==> src/rtl/fc8_audio_pkg.sv <==
// Shared constants and helpers for the FC8 audio PWM path (generator and capture).
package fc8_audio_pkg;

  localparam int unsigned FC8_PWM_FRAME_LEN = 256;
  localparam int unsigned FC8_SAMPLE_W      = 8;
  localparam logic [FC8_SAMPLE_W-1:0] FC8_SILENCE_LEVEL = 8'h00;

  localparam logic [31:0] FC8_SAMPLE_MAX = (32'd1 << FC8_SAMPLE_W) - 32'd1;

  // Scale a high-cycle count taken over a 2**log2_len frame to sample width, saturating.
  function automatic logic [FC8_SAMPLE_W-1:0] fc8_scale_level(input logic [31:0]  total,
                                                              input int unsigned log2_len);
    logic [31:0] scaled;
    if (log2_len >= FC8_SAMPLE_W) begin
      scaled = total >> (log2_len - FC8_SAMPLE_W);
    end else begin
      scaled = total << (FC8_SAMPLE_W - log2_len);
    end
    return (scaled > FC8_SAMPLE_MAX) ? '1 : scaled[FC8_SAMPLE_W-1:0];
  endfunction

endpackage

==> src/rtl/fc8_sample_fifo.sv <==
// First-word-fall-through sample FIFO with exact occupancy and a drop indication on full push.
module fc8_sample_fifo #(
  parameter int unsigned Width = 8,
  parameter int unsigned Depth = 4
) (
  input  logic                     clk_i,
  input  logic                     rst_ni,
  input  logic                     push_i,
  input  logic [Width-1:0]         wdata_i,
  input  logic                     pop_i,
  output logic [Width-1:0]         rdata_o,
  output logic                     empty_o,
  output logic                     full_o,
  output logic [$clog2(Depth):0]   level_o,
  output logic                     drop_o
);

  localparam int unsigned AddrW = $clog2(Depth);
  localparam logic [AddrW:0] LevelFull = (AddrW + 1)'(Depth);

  logic [Width-1:0] mem_q [Depth];
  logic [AddrW-1:0] wr_ptr_q, wr_ptr_d;
  logic [AddrW-1:0] rd_ptr_q, rd_ptr_d;
  logic [AddrW:0]   level_q, level_d;
  logic             do_push, do_pop;

  assign empty_o = (level_q == '0);
  assign full_o  = (level_q == LevelFull);
  assign level_o = level_q;

  always_comb begin
    do_pop   = pop_i && !empty_o;
    // A pop in the same cycle frees the slot, so a full FIFO can still accept.
    do_push  = push_i && (!full_o || do_pop);
    drop_o   = push_i && !do_push;
    wr_ptr_d = wr_ptr_q;
    rd_ptr_d = rd_ptr_q;
    level_d  = level_q;
    if (do_push) begin
      wr_ptr_d = wr_ptr_q + AddrW'(1);
    end
    if (do_pop) begin
      rd_ptr_d = rd_ptr_q + AddrW'(1);
    end
    case ({do_push, do_pop})
      2'b10:   level_d = level_q + (AddrW + 1)'(1);
      2'b01:   level_d = level_q - (AddrW + 1)'(1);
      default: level_d = level_q;
    endcase
    rdata_o = empty_o ? '0 : mem_q[rd_ptr_q];
  end

  always_ff @(posedge clk_i or negedge rst_ni) begin
    if (!rst_ni) begin
      wr_ptr_q <= '0;
      rd_ptr_q <= '0;
      level_q  <= '0;
    end else begin
      wr_ptr_q <= wr_ptr_d;
      rd_ptr_q <= rd_ptr_d;
      level_q  <= level_d;
    end
  end

  always_ff @(posedge clk_i) begin
    if (do_push) begin
      mem_q[wr_ptr_q] <= wdata_i;
    end
  end

endmodule

==> src/rtl/fc8_audio_pwm_capture.sv <==
// Recovers 8-bit sample levels from the audio PWM stream by counting high cycles per carrier
// frame, buffers them in a FWFT FIFO and flags silence and overflow.
module fc8_audio_pwm_capture
  import fc8_audio_pkg::*;
#(
  parameter int unsigned FRAME_LEN      = FC8_PWM_FRAME_LEN,
  parameter int unsigned FIFO_DEPTH     = 4,
  parameter int unsigned SILENCE_FRAMES = 16,
  parameter int unsigned SYNC_STAGES    = 2
) (
  input  logic                          audio_clk,
  input  logic                          rst_n,
  input  logic                          pwm_in,
  input  logic                          capture_en,
  output logic [FC8_SAMPLE_W-1:0]       sample_out,
  output logic                          sample_valid,
  input  logic                          sample_ready,
  output logic [$clog2(FIFO_DEPTH):0]   fifo_level,
  output logic                          overflow,
  input  logic                          overflow_clr,
  output logic                          silence,
  output logic                          frame_tick
);

  localparam int unsigned FcW = $clog2(FRAME_LEN);
  localparam int unsigned HcW = FcW + 1;
  localparam logic [FcW-1:0] FrameLast  = FcW'(FRAME_LEN - 1);
  localparam logic [7:0]     SilenceMax = 8'(SILENCE_FRAMES);

  logic pwm_s;

  if (SYNC_STAGES == 0) begin : g_no_sync
    assign pwm_s = pwm_in;
  end else begin : g_sync
    logic [SYNC_STAGES-1:0] sync_q, sync_d;

    always_comb begin
      sync_d    = sync_q << 1;
      sync_d[0] = pwm_in;
    end

    always_ff @(posedge audio_clk or negedge rst_n) begin
      if (!rst_n) begin
        sync_q <= '0;
      end else begin
        sync_q <= sync_d;
      end
    end

    assign pwm_s = sync_q[SYNC_STAGES-1];
  end

  logic [FcW-1:0]          frame_cnt_q, frame_cnt_d;
  logic [HcW-1:0]          high_cnt_q, high_cnt_d;
  logic [HcW-1:0]          total;
  logic                    frame_end;
  logic [FC8_SAMPLE_W-1:0] sample;
  logic [7:0]              sil_cnt_q, sil_cnt_d;
  logic                    silence_q, silence_d;
  logic                    overflow_q, overflow_d;
  logic                    frame_tick_q, frame_tick_d;
  logic                    fifo_empty, fifo_full, fifo_drop;

  always_comb begin
    frame_end = capture_en && (frame_cnt_q == FrameLast);
    total     = high_cnt_q + HcW'(pwm_s);
    sample    = fc8_scale_level(32'(total), FcW);

    // Disabled cycles hold both counters at zero, so re-enabling always starts a fresh frame.
    frame_cnt_d = '0;
    high_cnt_d  = '0;
    if (capture_en && !frame_end) begin
      frame_cnt_d = frame_cnt_q + FcW'(1);
      high_cnt_d  = total;
    end

    sil_cnt_d = sil_cnt_q;
    if (frame_end) begin
      if (sample == FC8_SILENCE_LEVEL) begin
        if (sil_cnt_q != SilenceMax) begin
          sil_cnt_d = sil_cnt_q + 8'd1;
        end
      end else begin
        sil_cnt_d = '0;
      end
    end
    silence_d = (sil_cnt_d == SilenceMax);

    overflow_d = overflow_q;
    if (overflow_clr) begin
      overflow_d = 1'b0;
    end
    if (fifo_drop) begin
      overflow_d = 1'b1;
    end

    frame_tick_d = frame_end;
  end

  always_ff @(posedge audio_clk or negedge rst_n) begin
    if (!rst_n) begin
      frame_cnt_q  <= '0;
      high_cnt_q   <= '0;
      sil_cnt_q    <= '0;
      silence_q    <= 1'b0;
      overflow_q   <= 1'b0;
      frame_tick_q <= 1'b0;
    end else begin
      frame_cnt_q  <= frame_cnt_d;
      high_cnt_q   <= high_cnt_d;
      sil_cnt_q    <= sil_cnt_d;
      silence_q    <= silence_d;
      overflow_q   <= overflow_d;
      frame_tick_q <= frame_tick_d;
    end
  end

  fc8_sample_fifo #(
    .Width (FC8_SAMPLE_W),
    .Depth (FIFO_DEPTH)
  ) u_fifo (
    .clk_i   (audio_clk),
    .rst_ni  (rst_n),
    .push_i  (frame_end),
    .wdata_i (sample),
    .pop_i   (sample_ready),
    .rdata_o (sample_out),
    .empty_o (fifo_empty),
    .full_o  (fifo_full),
    .level_o (fifo_level),
    .drop_o  (fifo_drop)
  );

  assign sample_valid = !fifo_empty;
  assign overflow     = overflow_q;
  assign silence      = silence_q;
  assign frame_tick   = frame_tick_q;

endmodule

==> config.mk <==
export PLATFORM = sky130hd
export DESIGN_NAME = fc8_audio_pwm_capture
export DESIGN_NICKNAME = d
export VERILOG_FILES = /design/src/rtl/fc8_audio_pkg.sv /design/src/rtl/fc8_sample_fifo.sv /design/src/rtl/fc8_audio_pwm_capture.sv
export SDC_FILE = /design/constraint.sdc
export NUM_CORES = 1
export LEC_CHECK = 0
export CORE_UTILIZATION = 35
export CTS_CLUSTER_SIZE = 10
export DETAILED_ROUTE_END_ITERATION = 12
export PLACE_DENSITY = 0.5
export SLEW_MARGIN = 0
export SYNTH_ARGS = -nofsm -noshare
export SYNTH_HDL_FRONTEND = slang
export SYNTH_HIERARCHICAL = 1
export SYNTH_SLANG_ARGS = --single-unit
==> constraint.sdc <==
create_clock -name audio_clk -period 2.5 [get_ports audio_clk]
set_input_delay 0.5 -clock audio_clk [delete_from_list [all_inputs] [get_ports audio_clk]]
set_output_delay 0.5 -clock audio_clk [all_outputs]
set_load 0.01 [all_outputs]
---- Word level (Yosys, flattened, before mapping) ----
Memories as Yosys holds them, arrays and structs flattened.
Cells that the tools add are included.
W data, S select, Z words.
operators by class
  add/subtract/negate cells ............... 7
  $mul .................................... 0
  divide/modulo/power cells ............... 0
  magnitude comparators ................... 1
  eq/ne operators ......................... 6
  shift operators ......................... 0
  muxes and demuxes ....................... 12
  bitwise operators ....................... 0
  reductions and logical operators ........ 14
operators with widths
  operator               number
  $mux W8                6
  $add A8 B1 Y8 const B  2
  $add A9 B1 Y9          1
  $gt A9 B8 Y1 const B   1
  $mux W9                1
  $eq A8 B5 Y1 const B   1
  $eq A8 B8 Y1 const B   1
  $logic_not A8 Y1       1
  $ne A8 B5 Y1 const B   1
  $pmux W3 S2            1
  $logic_and A1 B1 Y1    5
  $add A2 B1 Y2 const B  2
  $logic_not A1 Y1       4
  $mux W1                4
  $reduce_bool A2 Y1     2
  $add A3 B1 Y3 const B  1
  $eq A3 B3 Y1 const B   1
  $logic_not A3 Y1       1
  $sub A3 B1 Y3 const B  1
  $eq A2 B1 Y1 const B   1
  $eq A2 B2 Y1 const B   1
  $logic_or A1 B1 Y1     1
storage, ports and cells
  register bits ........................... 37
  latch bits .............................. 0
  memory bits (writable) .................. 32
  memory bits (read-only) ................. 0
  input port bits ......................... 6
  output and inout bits ................... 15
  word-level logic and storage cells ...... 51
  memories ................................ 1
memory list
  name          words  width  read ports  clocked after memory_dff  wr ports  RTL line               text
  u_fifo.mem_q  4      8      1           0                         1         fc8_sample_fifo.sv:21  logic [Width-1:0] mem_q [Depth];

---- Longest topological paths before layout ----
Gate-level depths: netlist of run 1.
  depth after elaboration ................. 8
  gate-level depth with buffers ........... 10
  mapped depth without buffers ............ 9

---- Modules after synthesis ----
Netlist of run 1, hierarchy kept.
by module, submodules not included
  module                 instances  cells each  area each (µm²)  seq. area each (µm²)
  fc8_sample_fifo        1          105         1,798.0          1,136.1
  fc8_audio_pwm_capture  1          165         1,631.6          750.7

---- Worst setup path before layout of run 1 ----
Ideal clock, no wire load.
  path type ............................... register -> register
  start point ............................. register frame_cnt_q[0]
  end point ............................... register u_fifo.level_q[2], in the netlist u_fifo/level_o[2]
  setup time .............................. 0.126 ns
  arrival time ............................ 2.407 ns
  required time ........................... 2.374 ns
  path slack .............................. -0.033 ns
  cell stages (with the launch flop) ...... 11
  buffers on the path ..................... 2
  period minus slack after synthesis ...... 2.533 ns
  cell sequence ........................... dfrtp_1 > ha_1 > nand4_1 > nor2_1 > clkbuf_1 > buf_2 > or2_2 > fa_1 > nor2b_1 > a21oi_1 > a221o_1
between the ends
  cells in the longest elaborated chain, start to end .. 5
  elaborated cells between the ends (all ways) .. 7
  those cells by class .................... 3 x eq/ne; 1 x mux; 3 x reduce/logical
RTL lines
  element                                            RTL line                      text
  from (decl)                                        fc8_audio_pwm_capture.sv:53   logic [FcW-1:0] frame_cnt_q, frame_cnt_d;
  from (signal assigned)                             fc8_audio_pwm_capture.sv:109  frame_cnt_q <= frame_cnt_d;
  $eq A8 B8 Y1 (*)                                   fc8_audio_pwm_capture.sv:65   frame_end = capture_en && (frame_cnt_q == FrameLast);
  $logic_and A1 B1 Y1 (*)                            fc8_audio_pwm_capture.sv:65
  via frame_end                                      fc8_audio_pwm_capture.sv:56   logic frame_end;
  $logic_and A1 B1 Y1 (*)                            fc8_sample_fifo.sv:34         do_push = push_i && (!full_o || do_pop);
  $eq A2 B1 Y1 or $eq A2 B2 Y1 (tied branches)       fc8_sample_fifo.sv:45         case ({do_push, do_pop})
  $pmux W3 S2 or $reduce_bool A2 Y1 (tied branches)  n/a
  to (signal assigned)                               fc8_sample_fifo.sv:61         level_q <= level_d;
  to (decl)                                          fc8_sample_fifo.sv:24         logic [AddrW:0] level_q, level_d;
The timed path passes the listed nets; every way through them passes the cells marked *.
A chain may end at the register's enable or synchronous reset.

---- Worst setup path in the final report of run 1 ----
  start point ............................. register u_fifo.rd_ptr_q[0]
  end point ............................... output port sample_out[6]
between the ends
  cells in the longest elaborated chain, start to end .. 2
RTL lines
  element                 RTL line                     text
  from (decl)             fc8_sample_fifo.sv:23        logic [AddrW-1:0] rd_ptr_q, rd_ptr_d;
  from (signal assigned)  fc8_sample_fifo.sv:60        rd_ptr_q <= rd_ptr_d;
  $mem_v2 Z4 W8           n/a
  $mux W8                 fc8_sample_fifo.sv:50        rdata_o = empty_o ? '0 : mem_q[rd_ptr_q];
  to (decl)               fc8_audio_pwm_capture.sv:15  output logic [FC8_SAMPLE_W-1:0] sample_out,
No other way between the ends.

==> key figures, run 1 <==
Detailed routing
  • Vias: 2148
  • Residual DRC: 0
  • Drt via density: roughly 4.7
  • DR WL/cell: between 10 and 15 um
  • Initial DRC Count: 76
  • First-pass DRT Iterations: 4
  • Post-DRT Antenna Nets: 0
  • DRT Wirelength: 6409 um

Power
  • Sequential power share: 0.451
  • Power Dens Cells: about 690 nW/um^2
  • Switching share of power: 0.2966
  • Internal power: 2.034 mW
  • Clock Power Share: 0.286
  • Peak VDD IR: 0.0002630 V
  • Switching pwr: 0.8576 mW
  • Gate power share: 0.263
  • Leakage: 1.803 nW

Floorplanning
  • I/O Pins: 21
  • Num rows: 35
  • Die area: approximately 10000 sq um
  • Initial Util: 0.3653
  • Die Ht: 100.9 um
  • Width of the die: around 100 um
  • Core area: between 9000 and 10000 sq um

STA
  • Fin crit share: 0.9655
  • Worst Tran Pin Value: roughly 0.46 ns
  • Setup Skew: approximately 0.011 ns
  • Final Max Tran Viols: 0
  • F_max: between 0.4 and 0.5 GHz
  • RSZ-0062 raised after global routing: true
  • Final Hold Viols: 0
  • Setup WS post-layout: 0.08631 ns
  • Fin crit period: ~2.4 ns
  • Relative slew slack: 0.6902
  • Final setup fails: 0

Placed design
  • Setup WS pre-CTS: -0.06039 ns
  • Placer Congestion: between 0.7 and 0.8
  • Post-DP HPWL: 4488 um
  • Port buffer count: 20

Critical path
  • CP Capture Type: primary output
  • Crit Path Category: register to primary output
  • Startpoint types: register
  • R2R Setup Slk: approximately 0.18 ns
  • Max FO, Critical Path: 4
  • Critical path required time: ~2 ns
  • Worst Path Arrival: about 1.9 ns

Global routing
  • GRT Util Overall: 0.1403
  • Initial antenna violation count: 0
  • Vias in the first global route: 2153
  • First-pass GRT wire length: between 10000 and 15000 um
  • Largest net degree at the start of global routing: 20
  • Total gr overflow: 0

Cells and area
  • Final net count: 343
  • Most frequent cells in the layout: dfrtp_1 (37), buf_4 (32), edfxtp_1 (32), nor2_1 (23)
  • Share of layout cells above drive strength 1: 0.2205
  • Register Area: around 1900 sq um
  • Most common cell after layout, fill and taps aside: dfrtp_1
  • Ant diodes: 0
  • Core Util, Final: 0.4449
  • # fillers: just over 900
  • Area Overhead vs Synth: 21.78%
  • Area of the multi-input gates: ~1400 sq um

Clock network
  • Clock Path Buffers: 2
  • Root buf cell: clkbuf_8
  • Skew-Pair Late Insertion Delay: between 0.3 and 0.4 ns
  • Number of CTS-inserted buffers: 9
  • CTS tree: done
  • CTS Hold Buffers Added: 0
  • H-tree depth: 3
  • Clk sink count: between 60 and 70
  • Clock-pin slew on the worst setup and hold paths: around 0.080 ns

Yosys
  • Synth Cell Area: 3423 sq um
  • Syn Inst Count: around 270
  • Yosys warns: 6
  • Mean Syn Cell Area: between 10 and 15 sq um
  • Net count after synthesis: ~290

Job
  • Number of max-cap violations: 0

Run status
  • Run status: finished clean

Worst hold path
  • Hold WC Path Type: input pin to async pin
==> per-layer routing <==
metal	vias up	track usage	share of wire
met5	-	0	0
met4	0	0.06355	0.012
met3	8	0.03537	0.027
met2	30	0.2192	0.46
met1	1034	0.1842	0.50
li1	1076	-	-
==> final timing paths <==
check / to / cells after the start / startpoint
worst max-delay path: sample_out[6] / 5 / u_fifo/rd_ptr_q[0]
worst min-delay path: u_fifo/level_o[0] / 1 / rst_n
worst max register to register: silence / 9 / g_sync.sync_q[1]
worst min register to register: g_sync.sync_q[1] / 0 / g_sync.sync_q[0]
max in group asynchronous: frame_cnt_q[5] / 2 / rst_n
min in group audio_clk: g_sync.sync_q[1] / 0 / g_sync.sync_q[0]
==> power by group through the flow <==
stage                     Clock (mW)  Combinational (mW)  Sequential [mW]
after floorplan                    0               0.470             1.32
after global placement             0               0.734             1.33
after detailed placement           0               0.740             1.34
after CTS                      0.862               0.761             1.30
after global routing           0.904               0.841             1.31
final                          0.828               0.761             1.30
==> per-stage QoR <==
stage | hold slack (ns) | cells | TNS (ns) | total power [mW] | cell area [sq um]
6_report | 0.1018 | 460 | 0 | 2.892 | 4169
5_1_grt | 0.1272 | 460 | -0.05128 | 3.057 | 4169
4_1_cts | 0.1112 | 458 | 0 | 2.926 | 4146
3_5_place_dp | 0.3379 | 439 | -0.1817 | 2.076 | 3956
3_3_place_gp | 0.3339 | 439 | -0.04229 | 2.069 | 3956
2_1_floorplan | 0.2044 | 269 | 0 | 1.794 | 3425
==> critical path, stage by stage, from the launching register on <==
cell,delay (ns)
dfrtp_1,0.35
buf_4,0.12
buf_6,0.11
mux4_1,0.55
and2_1,0.17
dlygate4sd2_1,0.27
==> flip-flops by register name (all words and copies together) (netlist names) <==
name	flops
high_cnt_q	9
u_fifo/mem_q	32
u_fifo/wr_ptr_q	2
silence	1
u_fifo/level_o	3
g_sync.sync_q	2
sil_cnt_q	8
u_fifo/rd_ptr_q	2
overflow	1
frame_cnt_q	8
frame_tick	1
==> final cells by class <==
| type | instances | area share |
|---|---|---|
| flip-flops and latches | 69 | 0.4526 |
| multi-input cells | 178 | 0.3448 |
| repair buffers | 54 | 0.1095 |
| well taps | 129 | 0.03872 |
| clock buffers | 10 | 0.03061 |
| inverters | 14 | 0.01261 |
| clock inverters | 6 | 0.01110 |
==> timing repair <==
item                       in CTS  in global routing
setup endpoints to repair       8                  6
buffers inserted                3                  2
pin swaps                       0                  2
hold endpoints to repair        0                  0
gates resized for setup         9                  4
Power figures use the tool's default switching activity.
==> run 2, diff against run 1 <==
--- a/config.mk
+++ b/config.mk
@@ -8,7 +8,7 @@
 export CORE_UTILIZATION = 35
 export CTS_CLUSTER_SIZE = 10
 export DETAILED_ROUTE_END_ITERATION = 12
-export PLACE_DENSITY = 0.5
+export PLACE_DENSITY = 0.48
 export SLEW_MARGIN = 0
 export SYNTH_ARGS = -nofsm -noshare
 export SYNTH_HDL_FRONTEND = slang
==> constraint.sdc (replaced) <==
create_clock -name audio_clk -period 3.06 [get_ports audio_clk]
set_input_delay 0.612 -clock audio_clk [delete_from_list [all_inputs] [get_ports audio_clk]]
set_output_delay 0.612 -clock audio_clk [all_outputs]
set_load 0.01 [all_outputs]
==> run 2 against run 1 <==
Compared with the run above:
- power shrank 19%
- clock-buffer cell count is 1 lower
- critical path depth shrank 1
- clock skew is essentially flat
- final cell count decreased by 6.1%
- sequential share of layout area up 2.4 points
- critical path type unchanged
- critical endpoint unchanged
- largest power group unchanged
- highest routed layer unchanged
==> key figures, run 2 (synthesized netlist as in run 1, its figures left out) <==
Critical path
  • Slowest CP cell: dfrtp_1
  • R2R Path End: silence
  • Slowest stage delay, CP: 0.54 ns (about the same)
  • CP Capture Type: primary output
  • Startpoint types: register
  • Reg-to-reg startpoint: g_sync.sync_q[1]
  • Crit Path Category: register to primary output
  • Critical path required time: 2.45 ns (+0.45 ns)
  • Worst Path Arrival: 2.28 ns (+0.37 ns)
  • R2R Setup Slk: 0.61 ns (+0.43 ns)
  • Critical Path, Cell by Cell: buf_4 -> mux4_1 -> and2_1 -> clkdlybuf4s50_1
  • Worst r2r path cells: 9 (unchanged)
  • Setup crit start: u_fifo/rd_ptr_q[0]
  • Max FO, Critical Path: 6 (+2)

Floorplanning
  • Width of the die: 100.9 um (unchanged)
  • Num rows: 35 (unchanged)
  • I/O Pins: 21 (unchanged)
  • Die Ht: 100.9 um (unchanged)
  • Initial Util: 0.3653 (unchanged)
  • Core area: 9371 sq um (unchanged)
  • Die area: 10180 sq um (unchanged)

Power
  • Peak VDD IR: 0.0002339 V (-11%)
  • Leakage: 1.649 nW (-8.5%)
  • Power Dens Cells: 593.2 nW/um^2 (-14%)

Cells and area
  • Non-filler instance count after layout: 432 (-6.1%)
  • Largest reg by FF count: u_fifo/mem_q
  • Most frequent cells in the layout: dfrtp_1 (37), edfxtp_1 (32), nor2_1 (24), clkdlybuf4s50_1 (19)
  • Share of layout cells above drive strength 1: 0.1419 (-0.07863)
  • Max FFs per register: 32 (unchanged)
  • Area Overhead vs Synth: 15.68%
  • Most common cell after layout, fill and taps aside: dfrtp_1
  • Ant diodes: 0 (unchanged)
  • Final net count: 315 (-8.2%)
  • # fillers: 909 (-0.87%)
  • Biggest regs: u_fifo/mem_q x32, high_cnt_q x9

Worst hold path
  • Hold WC Path Type: register to register
  • Hold Crit Depth: 0
  • Hold path endpoint: g_sync.sync_q[1]
  • Worst hold start: g_sync.sync_q[0]

Detailed routing
  • Initial DRC Count: 67 (-12%)
  • Post-DRT Antenna Nets: 0 (unchanged)
  • First-pass DRT Iterations: 4 (unchanged)
  • Vias: 2079 (-3.2%)
  • DR WL/cell: 14.43 um (+3.6%)
  • Drt via density: 4.813 (+3.1%)
  • DRT Wirelength: 6235 um (-2.7%)
  • Residual DRC: 0 (unchanged)

STA
  • Fin crit share: 0.9458
  • Final Max Tran Viols: 0 (unchanged)
  • F_max: around 0.35 GHz
  • Relative slew slack: 0.4044 (-0.2859)
  • Final setup fails: 0 (unchanged)
  • Fin Setup TNS: 0 ns (unchanged)
  • RSZ-0062 raised after global routing: false
  • Worst Tran Pin Value: 0.8935 ns (+0.4288 ns)
  • Final Hold Viols: 0 (unchanged)
  • Setup Skew: 0.01027 ns (-0.0004760 ns)
  • Fin crit period: around 2.9 ns

Clock network
  • Skew-Pair Late Insertion Delay: 0.36 ns (about the same)
  • CTS Hold Buffers Added: 0 (unchanged)
  • Number of setup buffers added after CTS: 0 (-3)
  • H-tree depth: 3 (unchanged)
  • Post-CTS Resized: 0 (-9)
  • Clk sink count: 69 (unchanged)
  • Clock Path Buffers: 2 (unchanged)
  • Root buf cell: clkbuf_8
  • Clock-pin slew on the worst setup and hold paths: 0.09 ns (about the same)
  • CTS tree: done
  • Number of CTS-inserted buffers: 9 (unchanged)

Job
  • Number of max-cap violations: 0 (unchanged)

Global routing
  • Vias in the first global route: 2094 (-2.7%)
  • First-pass GRT wire length: 10680 um (+0.78%)
  • Initial antenna violation count: 0 (unchanged)
  • Total gr overflow: 0 (unchanged)
  • Largest net degree at the start of global routing: 38 (+90%)
  • GRT Util Overall: 0.1411 (+0.0007311)

Run status
  • Run status: finished clean

Placed design
  • Port buffer count: 20 (unchanged)
  • Placer Congestion: 0.7878 (+0.68%)
  • Post-DP HPWL: 4208 um (-6.3%)
  • Placed instance count: 416 (-5.2%)
-- run 2: cell types whose count changed in the layout (fill, tap and decap cells not counted), moves of 2 or more --
cell,delta
buf_4,-26
clkdlybuf4s50_1,+8
dlygate4sd2_1,-8
inv_8,+2
-- run 2: worst max-delay path, delay by kind of cell, from the launching register on --
| kind | cells | cell delay (ns) |
|---|---|---|
| buf+inv | 2 | 0.70 |
| flops | 1 | 0.54 |
| mux | 1 | 0.53 |
| simple gates | 1 | 0.16 |
-- run 2: report_power, final --
| group | internal (mW) | switching, mW | total [mW] | leakage [nW] |
|---|---|---|---|---|
| combinational | 0.305 | 0.215 | 0.521 | 0.749 |
| sequential | 1.01 | 0.0970 | 1.10 | 0.806 |
| clock | 0.315 | 0.409 | 0.724 | 0.0947 |
| total | 1.63 | 0.721 | 2.35 | 1.65 |
-- run 2: area by class of cell --
cell class | instances | area (sq um) | share of cell area
Sequential cell | 69 | 1887 | 0.4765
Clock inverter | 7 | 65.06 | 0.01643
Multi-Input combinational cell | 178 | 1430 | 0.3611
Tap cell | 129 | 161.4 | 0.04076
Clock buffer | 9 | 123.9 | 0.03128
Timing Repair Buffer | 26 | 240.2 | 0.06066
Inverter | 14 | 52.55 | 0.01327
-- run 2: routing by layer --
layer / global-route usage / up-vias / share of wire
met1: 0.1795 / 1016 / 0.49
met2: 0.2255 / 30 / 0.46
li1: - / 1024 / -
met5: 0 / - / 0
met3: 0.03745 / 9 / 0.029
met4: 0.06355 / 0 / 0.020
-- run 2: per-stage QoR --
step | hold slack [ns] | cell area, sq um | total power, mW | worst slack (ns) | utilization
global route | 0.3654 | 3960 | 2.485 | 0.05163 | 0.4226
floorplan | 0.3164 | 3423 | 1.466 | 0.5267 | -
detailed placement | 0.3355 | 3771 | 1.659 | 0.2393 | 0.4024
CTS | 0.3549 | 3960 | 2.392 | 0.1269 | 0.4226
global placement | 0.3355 | 3771 | 1.649 | 0.2849 | 0.4024
finish | 0.3537 | 3960 | 2.349 | 0.1658 | 0.4226
-- run 2: how the worst max path moves through the flow --
stage          depth (start not counted)                 to
2_1_floorplan                         10  u_fifo/level_o[2]
3_3_place_gp                           8            silence
3_5_place_dp                           8            silence
4_1_cts                                4      sample_out[6]
5_1_grt                                4      sample_out[4]
6_report                               4      sample_out[6]
